$ cat src/rtl/monopix_ro_pkg.sv
// -----------------------------------------------------------------------------
// monopix_ro_pkg
// Shared types and helpers for the MONOPIX readout scheduler:
//   - t_hit      : 27-bit serial hit word {col, row, le, te}, MSB first on the pad
//   - t_flav     : front-end flavour index (2 bits)
//   - t_ro_state : scheduler FSM states
//   - rr_pick()  : round-robin picker over the per-flavour request vector
// -----------------------------------------------------------------------------
package monopix_ro_pkg;

  localparam int N_FLAV = 4;
  localparam int HIT_W  = 27;

  typedef struct packed {
    logic [5:0] col;
    logic [8:0] row;
    logic [5:0] le;
    logic [5:0] te;
  } t_hit;

  typedef enum logic [1:0] {
    FLAV_PMOS_NOSF = 2'd0,
    FLAV_PMOS      = 2'd1,
    FLAV_COMP      = 2'd2,
    FLAV_HV        = 2'd3
  } t_flav;

  typedef enum logic [2:0] {
    ST_IDLE  = 3'd0,
    ST_WAIT  = 3'd1,
    ST_READ  = 3'd2,
    ST_DLY   = 3'd3,
    ST_SHIFT = 3'd4,
    ST_OUT   = 3'd5
  } t_ro_state;

  // Returns the first set request bit at or after ptr, wrapping 3->0.
  // Scanning from the farthest offset down lets the nearest one win.
  // With req == 0 the result is ptr; callers only use it when req != 0.
  function automatic logic [1:0] rr_pick(input logic [N_FLAV-1:0] req,
                                         input logic [1:0]        ptr);
    logic [1:0] idx;
    rr_pick = ptr;
    for (int i = N_FLAV - 1; i >= 0; i--) begin
      idx = ptr + 2'(i);
      if (req[idx]) begin
        rr_pick = idx;
      end else begin
        rr_pick = rr_pick;
      end
    end
  endfunction

endpackage

$ cat src/rtl/ro_gray_dec.sv
// -----------------------------------------------------------------------------
// ro_gray_dec
// 6-bit Gray-to-binary converter, purely combinational.
// Ports:
//   gray_i  in  6  Gray-coded value
//   bin_o   out 6  binary value
// -----------------------------------------------------------------------------
module ro_gray_dec (
  input  logic [5:0] gray_i,
  output logic [5:0] bin_o
);

  // Each binary bit is the XOR of all Gray bits at or above it.
  always_comb begin
    logic [5:0] b;
    b    = 6'd0;
    b[5] = gray_i[5];
    for (int i = 4; i >= 0; i--) begin
      b[i] = b[i+1] ^ gray_i[i];
    end
    bin_o = b;
  end

endmodule

$ cat src/rtl/monopix_ro_sched.sv
// -----------------------------------------------------------------------------
// monopix_ro_sched
// Readout scheduler for the four MONOPIX front-end flavours. Round-robin
// arbitrates pending tokens, drives FREEZE/READ to the granted flavour,
// deserialises its 27-bit hit word (MSB first) and emits it tagged with the
// flavour on a valid/ready stream.
//
// Ports:
//   clk_bx_i      in   1   BX clock, all logic on posedge
//   reset_i       in   1   asynchronous, active-high reset
//   en_flav_i     in   4   per-flavour enable (disabled tokens ignored)
//   token_i       in   4   TOKEN pad level per flavour
//   data_in_i     in   4   serial data pad per flavour
//   freeze_o      out  4   FREEZE pads, one-hot or zero
//   read_o        out  4   READ pads, one-hot or zero
//   hit_data_o    out  29  {flav[1:0], t_hit}
//   hit_valid_o   out  1   hit_data_o valid
//   hit_ready_i   in   1   consumer ready; transfer on valid & ready
//   busy_o        out  1   FSM not idle
//   hit_cnt_o     out  16  accepted hits, saturating
//
// Configuration macro:
//   MONOPIX_RO_GRAY_DECODE_EN  when defined, le/te are Gray->binary decoded
//                              before the output load; otherwise raw Gray
//                              codes are forwarded.
// -----------------------------------------------------------------------------
module monopix_ro_sched
  import monopix_ro_pkg::*;
#(
  parameter int TOKEN_WAIT_CYC = 2,
  parameter int READ_CYC       = 2,
  parameter int DATA_DLY       = 3
) (
  input  logic               clk_bx_i,
  input  logic               reset_i,
  input  logic [N_FLAV-1:0]  en_flav_i,
  input  logic [N_FLAV-1:0]  token_i,
  input  logic [N_FLAV-1:0]  data_in_i,
  output logic [N_FLAV-1:0]  freeze_o,
  output logic [N_FLAV-1:0]  read_o,
  output logic [HIT_W+1:0]   hit_data_o,
  output logic               hit_valid_o,
  input  logic               hit_ready_i,
  output logic               busy_o,
  output logic [15:0]        hit_cnt_o
);

  t_ro_state          state_q, state_d;
  logic [4:0]         cnt_q, cnt_d;
  t_flav              gnt_q, gnt_d;
  logic [1:0]         rr_ptr_q, rr_ptr_d;
  logic [HIT_W-1:0]   sr_q, sr_d;
  logic [N_FLAV-1:0]  freeze_q, freeze_d;
  logic [N_FLAV-1:0]  read_q, read_d;
  logic [HIT_W+1:0]   hit_data_q, hit_data_d;
  logic               hit_valid_q, hit_valid_d;
  logic [15:0]        hit_cnt_q, hit_cnt_d;

  logic [N_FLAV-1:0]  req_s;
  t_hit               raw_s;
  t_hit               hit_word_s;

  assign req_s = token_i & en_flav_i;
  assign raw_s = sr_q;

`ifdef MONOPIX_RO_GRAY_DECODE_EN
  logic [5:0] le_bin_s;
  logic [5:0] te_bin_s;

  ro_gray_dec u_le_dec (
    .gray_i (raw_s.le),
    .bin_o  (le_bin_s)
  );

  ro_gray_dec u_te_dec (
    .gray_i (raw_s.te),
    .bin_o  (te_bin_s)
  );

  assign hit_word_s = {raw_s.col, raw_s.row, le_bin_s, te_bin_s};
`else
  assign hit_word_s = raw_s;
`endif

  // FSM next state, shift register, output slot and hit counter.
  always_comb begin
    state_d     = state_q;
    cnt_d       = cnt_q + 5'd1;
    gnt_d       = gnt_q;
    rr_ptr_d    = rr_ptr_q;
    sr_d        = sr_q;
    hit_data_d  = hit_data_q;
    hit_valid_d = hit_valid_q;
    hit_cnt_d   = hit_cnt_q;

    // Stream transfer: drop valid and count the accepted hit.
    if (hit_valid_q && hit_ready_i) begin
      hit_valid_d = 1'b0;
      if (hit_cnt_q != 16'hFFFF) begin
        hit_cnt_d = hit_cnt_q + 16'd1;
      end else begin
        hit_cnt_d = hit_cnt_q;
      end
    end else begin
      hit_valid_d = hit_valid_q;
    end

    case (state_q)
      ST_IDLE: begin
        cnt_d = 5'd0;
        // A full output slot blocks new grants; tokens stay pending on chip,
        // so an OUT load can never collide with a transfer.
        if ((req_s != 4'b0000) && !hit_valid_q) begin
          gnt_d   = t_flav'(rr_pick(req_s, rr_ptr_q));
          state_d = ST_WAIT;
        end else begin
          state_d = ST_IDLE;
        end
      end
      ST_WAIT: begin
        if (cnt_q == 5'(TOKEN_WAIT_CYC - 1)) begin
          state_d = ST_READ;
          cnt_d   = 5'd0;
        end else begin
          state_d = ST_WAIT;
        end
      end
      ST_READ: begin
        if (cnt_q == 5'(READ_CYC - 1)) begin
          state_d = ST_DLY;
          cnt_d   = 5'd0;
        end else begin
          state_d = ST_READ;
        end
      end
      ST_DLY: begin
        if (cnt_q == 5'(DATA_DLY - 1)) begin
          state_d = ST_SHIFT;
          cnt_d   = 5'd0;
        end else begin
          state_d = ST_DLY;
        end
      end
      ST_SHIFT: begin
        sr_d = {sr_q[HIT_W-2:0], data_in_i[gnt_q]};
        if (cnt_q == 5'(HIT_W - 1)) begin
          state_d = ST_OUT;
          cnt_d   = 5'd0;
        end else begin
          state_d = ST_SHIFT;
        end
      end
      ST_OUT: begin
        hit_data_d  = {gnt_q, hit_word_s};
        hit_valid_d = 1'b1;
        // The flavour just served becomes lowest priority.
        rr_ptr_d    = gnt_q + 2'd1;
        state_d     = ST_IDLE;
        cnt_d       = 5'd0;
      end
      default: begin
        state_d = ST_IDLE;
        cnt_d   = 5'd0;
      end
    endcase
  end

  // Pad drives follow the next state so they line up with the state register.
  always_comb begin
    freeze_d = 4'b0000;
    read_d   = 4'b0000;
    if ((state_d == ST_WAIT) || (state_d == ST_READ)) begin
      freeze_d = 4'b0001 << gnt_d;
    end else begin
      freeze_d = 4'b0000;
    end
    if (state_d == ST_READ) begin
      read_d = 4'b0001 << gnt_d;
    end else begin
      read_d = 4'b0000;
    end
  end

  // State and output registers.
  always_ff @(posedge clk_bx_i or posedge reset_i) begin
    if (reset_i) begin
      state_q     <= ST_IDLE;
      cnt_q       <= 5'd0;
      gnt_q       <= FLAV_PMOS_NOSF;
      rr_ptr_q    <= 2'd0;
      sr_q        <= 27'd0;
      freeze_q    <= 4'b0000;
      read_q      <= 4'b0000;
      hit_data_q  <= 29'd0;
      hit_valid_q <= 1'b0;
      hit_cnt_q   <= 16'd0;
    end else begin
      state_q     <= state_d;
      cnt_q       <= cnt_d;
      gnt_q       <= gnt_d;
      rr_ptr_q    <= rr_ptr_d;
      sr_q        <= sr_d;
      freeze_q    <= freeze_d;
      read_q      <= read_d;
      hit_data_q  <= hit_data_d;
      hit_valid_q <= hit_valid_d;
      hit_cnt_q   <= hit_cnt_d;
    end
  end

  assign freeze_o    = freeze_q;
  assign read_o      = read_q;
  assign hit_data_o  = hit_data_q;
  assign hit_valid_o = hit_valid_q;
  assign hit_cnt_o   = hit_cnt_q;
  assign busy_o      = (state_q != ST_IDLE);

endmodule

$ cat config.mk
export PLATFORM = sky130hd
export DESIGN_NAME = monopix_ro_sched
export DESIGN_NICKNAME = d
export VERILOG_FILES = /design/src/rtl/monopix_ro_pkg.sv /design/src/rtl/ro_gray_dec.sv /design/src/rtl/monopix_ro_sched.sv
export SDC_FILE = /design/constraint.sdc
export NUM_CORES = 1
export LEC_CHECK = 0
export ABC_CLOCK_PERIOD_IN_PS = 5800
export BUFFER_PORTS_ARGS = -buffer_cell sky130_fd_sc_hd__clkbuf_2
export CORE_MARGIN = 8
export CORE_UTILIZATION = 50
export DETAILED_ROUTE_END_ITERATION = 8
export PLACE_DENSITY = 0.85
export REMOVE_ABC_BUFFERS = 1
export SLEW_MARGIN = 20
export SYNTH_ARGS = -nofsm -noshare
export SYNTH_HDL_FRONTEND = slang
export SYNTH_SLANG_ARGS = --single-unit
$ cat constraint.sdc
create_clock -name clk_bx_i -period 5.8 [get_ports clk_bx_i]
set_input_delay 0.58 -clock clk_bx_i [delete_from_list [all_inputs] [get_ports clk_bx_i]]
set_output_delay 0.58 -clock clk_bx_i [all_outputs]
set_load 0.1 [all_outputs]
==> flow_summary.yaml <==
logic_synthesis:
  synth_edf_count: 0
  netlist_area_um2: 3960
  synthArstFlopShare: 1.00
  synth_cell_types: 46
  yosys_warnings: 0
  synth-seq-cells: 93
  yosysSeqAreaShare: 0.588
  avgSynthCellArea_um2: 11.0
  synth_flop_cell: "dfrtp_1"
  synth.area.top_cells: "dfrtp_1, nand2_1, mux2_2"
  synthCells: 359
  synth_top_area_cell: "dfrtp_1"
  yosys.area.top_type_share: 0.588
global_routing:
  grt_max_degree: 52
  grt_pass1_wl_mm: 13.5
  grt_pass1_vias: 2839
  overflow: 0
  track_usage: 0.148
  grt_antenna_before_repair: 0
sta:
  clock_skew_ns: 0.0169
  drv_slew: 0
  hold_viol_final: 0
  rsz0062_at_grt: "false"
  fmax_mhz: 436
  final.setup.tns_ns: 0
  finalCritPeriodShare: 0.395
  tightest_slew_ns: 1.04
  finalSetupViolations: 0
  relSlewSlack: 0.309
  fin_crit_ns: 2.29
routing:
  avgRoutedWirePerCell_um: 14.8
  vias: 2775
  antenna_left: 0
  firstDrtPassIters: 4
  viasPerCell: 5.20
  post-route-drc-count: 0
  routed_wl_mm: 7.89
  drtIter0Drc: 155
placement:
  placed_cells: 518
  portBuffers: 69
  hpwl_mm: 5.61
  gp_congestion: 0.799
final_layout:
  final_layout_size_suffix_gt1_frac: 0.303
  area_growth_pct: 15.6
  fin_nets: 446
  diodes: 0
  instances_no_fill: 534
  nFillCells: 645
  final_cell_mix: "nand2_1, dfrtp_1, clkbuf_2"
clock_tree:
  htree_levels: 3
  cts_buffer_depth: 2
  root_buffer: "clkbuf_8"
  worstSkewPairLatency_ns: 0.36
  clock-sinks: 93
  cts_setup_buffers: 0
  hold_buffers: 0
  cts_buffers: 9
  clkTransAtPathRegs_ns: 0.09
  cts_resized: 0
  cts_tree: "built"
floorplan:
  die_h_um: 105
  fp.dieArea_um2: 11000
  die_width_um: 105
  start_util: 0.515
  core-area_um2: 7690
  ioPinCount: 70
  rows: 32
setup_path:
  critPathKind: "flop to output pin"
  cp.arrival_ns: 1.71
  end_kind: "output pin"
  crit_path_start_kind: "flop"
  rr_worst_depth: 5
  crit_required_ns: 5.22
  path_max_fanout: 12
min_path:
  hold_path_class: "primary input to asynchronous set/reset pin"
job:
  cap_violations: 0
outcome:
  status: "finished clean"
[state kept, by name (all words and copies together) (netlist names)]
name         cells
cnt_q            5
freeze_o         4
gnt_q            2
hit_cnt_o       16
hit_data_o      29
hit_valid_o      1
hit_word_s      27
read_o           4
rr_ptr_q         2
state_q          3
[critical path, cell delays in order (launching register included)]
cell	delay [ns]
dfrtp_1	0.54
or3_1	0.44
clkbuf_2	0.38
[cells by family (layout without fill, tap and decap cells)]
family          count (synthesis)  after routing  synth area share
flops                          93             93             0.588
buf+inv                        25             98            0.0240
compound gates                 31             31            0.0607
mux                            32             32            0.0936
simple gates                  158            158             0.186
xor+xnor                       16             16            0.0354
fa+ha+maj                       4              4            0.0126
[synthesized netlist by cell type, types with 2 or more instances]
| library cell | n |
|---|---|
| dfrtp_1 | 93 |
| xnor2_1 | 11 |
| nand3b_1 | 2 |
| mux2_2 | 30 |
| clkbuf_1 | 11 |
| nor3_1 | 10 |
| nand2_1 | 93 |
| nor2_1 | 17 |
| nor4_1 | 2 |
| a21oi_1 | 7 |
| nand3_1 | 9 |
| xor2_1 | 5 |
| or2_2 | 2 |
| nor3b_1 | 2 |
| a31oi_1 | 3 |
| and2_1 | 3 |
| nand2b_1 | 2 |
| a2bb2oi_1 | 2 |
| inv_1 | 11 |
| a21o_1 | 2 |
| o21ai_0 | 6 |
| nor2b_1 | 2 |
| and3_1 | 2 |
| o21a_1 | 3 |
| nand4_1 | 5 |
| ha_1 | 4 |
[final timing paths]
check	startpoint	end	slack, ns
max in group asynchronous	reset_i	hit_cnt_o[1]$_DFFE_PP0P_	4.40
max	state_q[2]$_DFF_PP0_	busy_o	3.51
min	reset_i	hit_cnt_o[12]$_DFFE_PP0P_	0.30
max reg2reg	state_q[2]$_DFF_PP0_	read_o[2]$_DFF_PP0_	3.53
min reg2reg	hit_word_s[6]$_DFFE_PP0N_	hit_word_s[7]$_DFFE_PP0N_	0.50
min in group clk_bx_i	hit_ready_i	hit_valid_o$_DFFE_PP0P_	0.43
[per-layer routing]
metal | track usage | vias to the layer above | share of wire
li1 | - | 1350 | -
met1 | 0.181 | 1350 | 0.46
met2 | 0.238 | 65 | 0.47
met3 | 0.0424 | 10 | 0.053
met4 | 0.0683 | 0 | 0.014
met5 | 0 | - | 0
[per-stage QoR]
step | utilization | setup WS [ns] | instance area [um2] | hold WS (ns)
final | 0.595 | 3.51 | 4570 | 0.301
after detailed placement | 0.572 | 3.55 | 4400 | 0.483
after global routing | 0.595 | 3.40 | 4570 | 0.349
after global placement | 0.572 | 3.60 | 4400 | 0.464
after floorplan | - | 2.80 | 3910 | 0.442
after CTS | 0.595 | 3.49 | 4570 | 0.301
[layout make-up]
class                   instances  area (um2)  share of cell area
clock buffers                  10         128              0.0279
well taps                     102         128              0.0279
inverters                      12        46.3              0.0101
repair buffers                 70         353              0.0771
clock inverters                 6        46.3              0.0101
multi-input cells             241        1550               0.338
flip-flops and latches         93        2330               0.509
Power is left out: the tool's default activity adds up to more than one toggle a clock period on the data nets, which glitch-free logic cannot reach.
